## config.mk

```make
export PLATFORM = sky130hd
export DESIGN_NAME = note_to_dds
export DESIGN_NICKNAME = d
export VERILOG_FILES = /design/src/rtl/note_to_dds.sv
export SDC_FILE = /design/constraint.sdc
export NUM_CORES = 1
export LEC_CHECK = 0
export ABC_AREA = 1
export CORE_MARGIN = 4
export CORE_UTILIZATION = 45
export DETAILED_ROUTE_END_ITERATION = 10
export PLACE_DENSITY = 0.81
export SYNTH_ARGS = -nofsm -noshare
export SYNTH_HDL_FRONTEND = slang
export SYNTH_SLANG_ARGS = --single-unit
```

## constraint.sdc

```tcl
create_clock -name clk -period 7 [get_ports clk]
set_input_delay 1.4 -clock clk [delete_from_list [all_inputs] [get_ports clk]]
set_output_delay 1.4 -clock clk [all_outputs]
set_load 0.01 [all_outputs]
```

## src/rtl/note_to_dds.sv

```systemverilog
// note_to_dds: MIDI note number to DDS phase increment.
// The note is split into octave/semitone with a constant comparison chain,
// the semitone selects a top-octave increment from a 12-entry ROM, and the
// entry is shifted down by (10 - octave) into a registered output.
module note_to_dds #(
    parameter int unsigned CLK_HZ = 50000000, // ROM constants are fixed for 50 MHz
    parameter int unsigned OUT_W  = 32
) (
    input  logic             clk,
    input  logic             rst_n,
    input  logic [6:0]       note,
    output logic [OUT_W-1:0] adder
);

    logic [3:0]       octave;
    logic [6:0]       remainder;
    logic [3:0]       semitone;
    logic [23:0]      rom_val;
    logic [3:0]       shift;
    logic [OUT_W-1:0] next_adder;

    // Octave / semitone split: thresholds at multiples of 12, no divider.
    always_comb begin
        octave    = '0;
        remainder = note;
        if (note >= 7'd120) begin
            octave    = 4'd10;
            remainder = note - 7'd120;
        end else if (note >= 7'd108) begin
            octave    = 4'd9;
            remainder = note - 7'd108;
        end else if (note >= 7'd96) begin
            octave    = 4'd8;
            remainder = note - 7'd96;
        end else if (note >= 7'd84) begin
            octave    = 4'd7;
            remainder = note - 7'd84;
        end else if (note >= 7'd72) begin
            octave    = 4'd6;
            remainder = note - 7'd72;
        end else if (note >= 7'd60) begin
            octave    = 4'd5;
            remainder = note - 7'd60;
        end else if (note >= 7'd48) begin
            octave    = 4'd4;
            remainder = note - 7'd48;
        end else if (note >= 7'd36) begin
            octave    = 4'd3;
            remainder = note - 7'd36;
        end else if (note >= 7'd24) begin
            octave    = 4'd2;
            remainder = note - 7'd24;
        end else if (note >= 7'd12) begin
            octave    = 4'd1;
            remainder = note - 7'd12;
        end
        semitone = remainder[3:0];
    end

    // Top-octave increments (notes 120..131) at 50 MHz; unused codes give 0.
    always_comb begin
        rom_val = '0;
        case (semitone)
            4'd0:    rom_val = 24'd719151;
            4'd1:    rom_val = 24'd761911;
            4'd2:    rom_val = 24'd807213;
            4'd3:    rom_val = 24'd855209;
            4'd4:    rom_val = 24'd906059;
            4'd5:    rom_val = 24'd959932;
            4'd6:    rom_val = 24'd1016999;
            4'd7:    rom_val = 24'd1077509;
            4'd8:    rom_val = 24'd1141575;
            4'd9:    rom_val = 24'd1209463;
            4'd10:   rom_val = 24'd1281381;
            4'd11:   rom_val = 24'd1357571;
            default: rom_val = '0;
        endcase
    end

    // Logical right shift (floor) by the octave distance from the top octave.
    always_comb begin
        shift      = 4'd10 - octave;
        next_adder = OUT_W'(rom_val) >> shift;
    end

    // Output register with synchronous active-low reset.
    always_ff @(posedge clk) begin
        if (!rst_n) begin
            adder <= '0;
        end else begin
            adder <= next_adder;
        end
    end

endmodule

```

==> qor.txt <==
Area after DPL: 0.002708 mm²
Cells on Worst Hold Path: 6
Finished Core Util: 0.5258
Top cell type's share of synthesized area: 0.2784
Most numerous cell in the Yosys netlist: nand3_1
Vias in the first global route: 2520
Worst-Margin Slew: 0.9588 ns
Sequential-to-total area share from yosys stat: 0.1694
Distinct cells, synth: 31
Seq pwr share: 0.253
Initial antenna violation count: 0
Post-synth top cells: nand3_1, nand2_1, dfxtp_1, nor2_1, inv_1
Crit-path slowest cell: ha_1
Hold crit path type: in -> reg
Ys async rst share: 0
Min cycle time layout: 5.097 ns
Worst Hold End: adder[8]
Hold path start: rst_n
Cell row count: 26
Core region area: 0.005238 mm²
Grt total ovfl: 0
Sw Ratio: 0.4658
DR WL/cell: 13.79 µm
Max-slew violation count: 0
Final WL: 6703 µm
GRT Util Overall: 0.2076
Drt pass-1 iters: 6
Biggest register: adder
Rel. slew slack: 0.3584
Final Wtd Congestion: 0.9878
Max Fclk: 196.2 MHz
Vias/cell: 5.658
Initial core utilization: 0.4737
TritonCTS clock tree: done
# IOs: 41
Die area: 0.006766 mm²
Crit path cell chain: clkdlybuf4s50_1 > inv_1 > ha_1 > nand3_1 > nor2_1 > nor2_2 > nand2_1 > nand2_1 > nand2_2 > nand2_4 > nand3_4 > ha_1 > inv_1 > nand3_1 > nand3_1 > nand3_1 > nand2_1
Synth area leaders: nand3_1, dfxtp_1, nand2_1
DRC errors left: 0
Mean Syn Cell Area: 6.141 µm²
Synth Flop Type: dfxtp_1
CTS Root Cell: clkbuf_8
Die X: 82.26 µm
Post-route design area: 0.002754 mm²
P_int: 315.5 µW
DP HPWL: 5384 µm
Leak: 0.001318 µW
H-tree level count: 1
Status: completed
WP data arrival: 5.26 ns
Final cell count without fillers: 486
Routed Antenna Nets: 0
Critical Path RT: 7.16 ns
Leading area contributor after synthesis: nand3_1
CP Launch Type: primary input
Final hold violations: 0
Post-CTS sizing: 0
Largest net degree at the start of global routing: 27
Biggest regs: adder: 21 flops
Synthesis-stage register bit count: 21
Cell Area, Synth: 0.002481 mm²
Buffers on Ports: 29
Number of max-cap violations: 0
1st-iter DRT viols: 295
Pwr Total: 590.6 µW
Combinational power share: 0.614
Setup Fix Bufs, Post-CTS: 0
Nets@finish: 435
Clk slew on worst S/H paths: 0.08 ns
Ratio of cells with drive above 1 in the final layout: 0.1178
Worst path max stage delay: 0.87 ns
Cell mode on critical path: nand3_1
Clock group share of total power: 0.133
Mapped Cells: 404
EDFF count, synth: 0
RSZ-0062 raised after global routing: no
Inserted Clock Buffers: 3
Worst Path Max Fanout: 26
Clock Tree Buf Depth: 2
Post-Place Cells: 482
Period utilisation layout: 0.7282
Max IR drop VDD: 119.4 µV
N_diodes: 0
Global-route wire length before repair: 11300 µm
Pwr/cell area: 214.4 mW/mm²
Number of synthesis warnings: 0
Final-report setup violation count: 0
Cts hold-fix bufs: 0
Routed via count: 2750
P&R area growth vs syn: 10.99%
Crit. End Element: register
Critical path class: in -> reg
Clock Sinks: 21
Max reg flops: 21
Final setup TNS: 0 ns
Net switching power: 275.1 µW
Die Y: 82.26 µm
## area by class of cell
cell class              instances  area, µm²
multi-input cells             337       1808
flip-flops and latches         21      420.4
clock buffers                   3      41.29
well taps                      70      87.58
repair buffers                 31      305.3
inverters                      23      86.33
fillers                       514       2484
clock inverters                 1      5.005
## layer usage
| metal | track usage | up-vias | wire length, µm |
|---|---|---|---|
| li1 | - | 1375 | - |
| met1 | 0.2569 | 1241 | 2884 |
| met2 | 0.3622 | 114 | 3154 |
| met3 | 0.03254 | 20 | 465 |
| met4 | 0.07143 | 0 | 198 |
| met5 | 0 | - | 0 |
## per-stage QoR
stage                     hold WS, ns  setup WS, ns
after floorplan                 1.676         3.127
after global placement          2.137         1.784
after detailed placement        2.135         1.674
after CTS                       2.059         1.945
after global routing            2.093         1.451
final                           2.050         1.903
## worst max path at each step
stage,from,endpoint,slack [ns],cells past startpoint
floorplan,note[3],adder[2],3.13,18
global placement,note[3],adder[4],1.78,17
detailed placement,note[3],adder[4],1.67,17
CTS,note[3],adder[4],1.94,17
global route,note[3],adder[0],1.45,19
finish,note[3],adder[4],1.90,17
## cells in the final DEF, fill, tap and decap left out
cell             Yosys  routed
nand3_1            138     138
nand2_1             96      96
clkdlybuf4s50_1      0      29
nor2_1              21      21
dfxtp_1             21      21
inv_1               18      18
conb_1               1      11
nand3_2             10      10
ha_1                 9       9
nand4_1              8       8
o21ai_0              6       6
a21oi_1              6       6
nand2_4              6       6
inv_2                5       5
nor2_2               4       4
nand2_2              4       4
a21oi_2              3       3
nor3_1               3       3
clkbuf_8             0       3
o21ai_2              2       2
nand3_4              2       2
nand4_2              2       2
buf_4               14       2
or2_2                1       1
nor2_4               1       1
nor3_2               1       1
xor2_1               1       1
nand4_4              1       1
nor2_8               1       1
clkinv_2             0       1
## critical path, delay by kind of cell
family	cells	cell delay [ns]
adder cells (fa/ha/maj)	2	1.11
buffers and inverters	3	1.36
AND/OR/NAND/NOR	12	1.38
## kinds of logic after synthesis
logic type	Yosys count	synth area share
AND/OR/NAND/NOR	299	0.6213
buffers and inverters	56	0.1170
flip-flops	21	0.1694
AO/OA/AOI/OAI	17	0.04186
adder cells (fa/ha/maj)	9	0.04539
XOR/XNOR	1	0.003531
other	1	0.001511
## power by group through the flow
stage	logic [µW]	clock network [µW]	registers [µW]
4_1_cts	359	78.8	150
3_3_place_gp	359	0	152
2_1_floorplan	253	0	165
6_report	363	78.3	149
3_5_place_dp	358	0	153
5_1_grt	408	83.1	151
No activity file was read; power rests on OpenSTA's default activity.
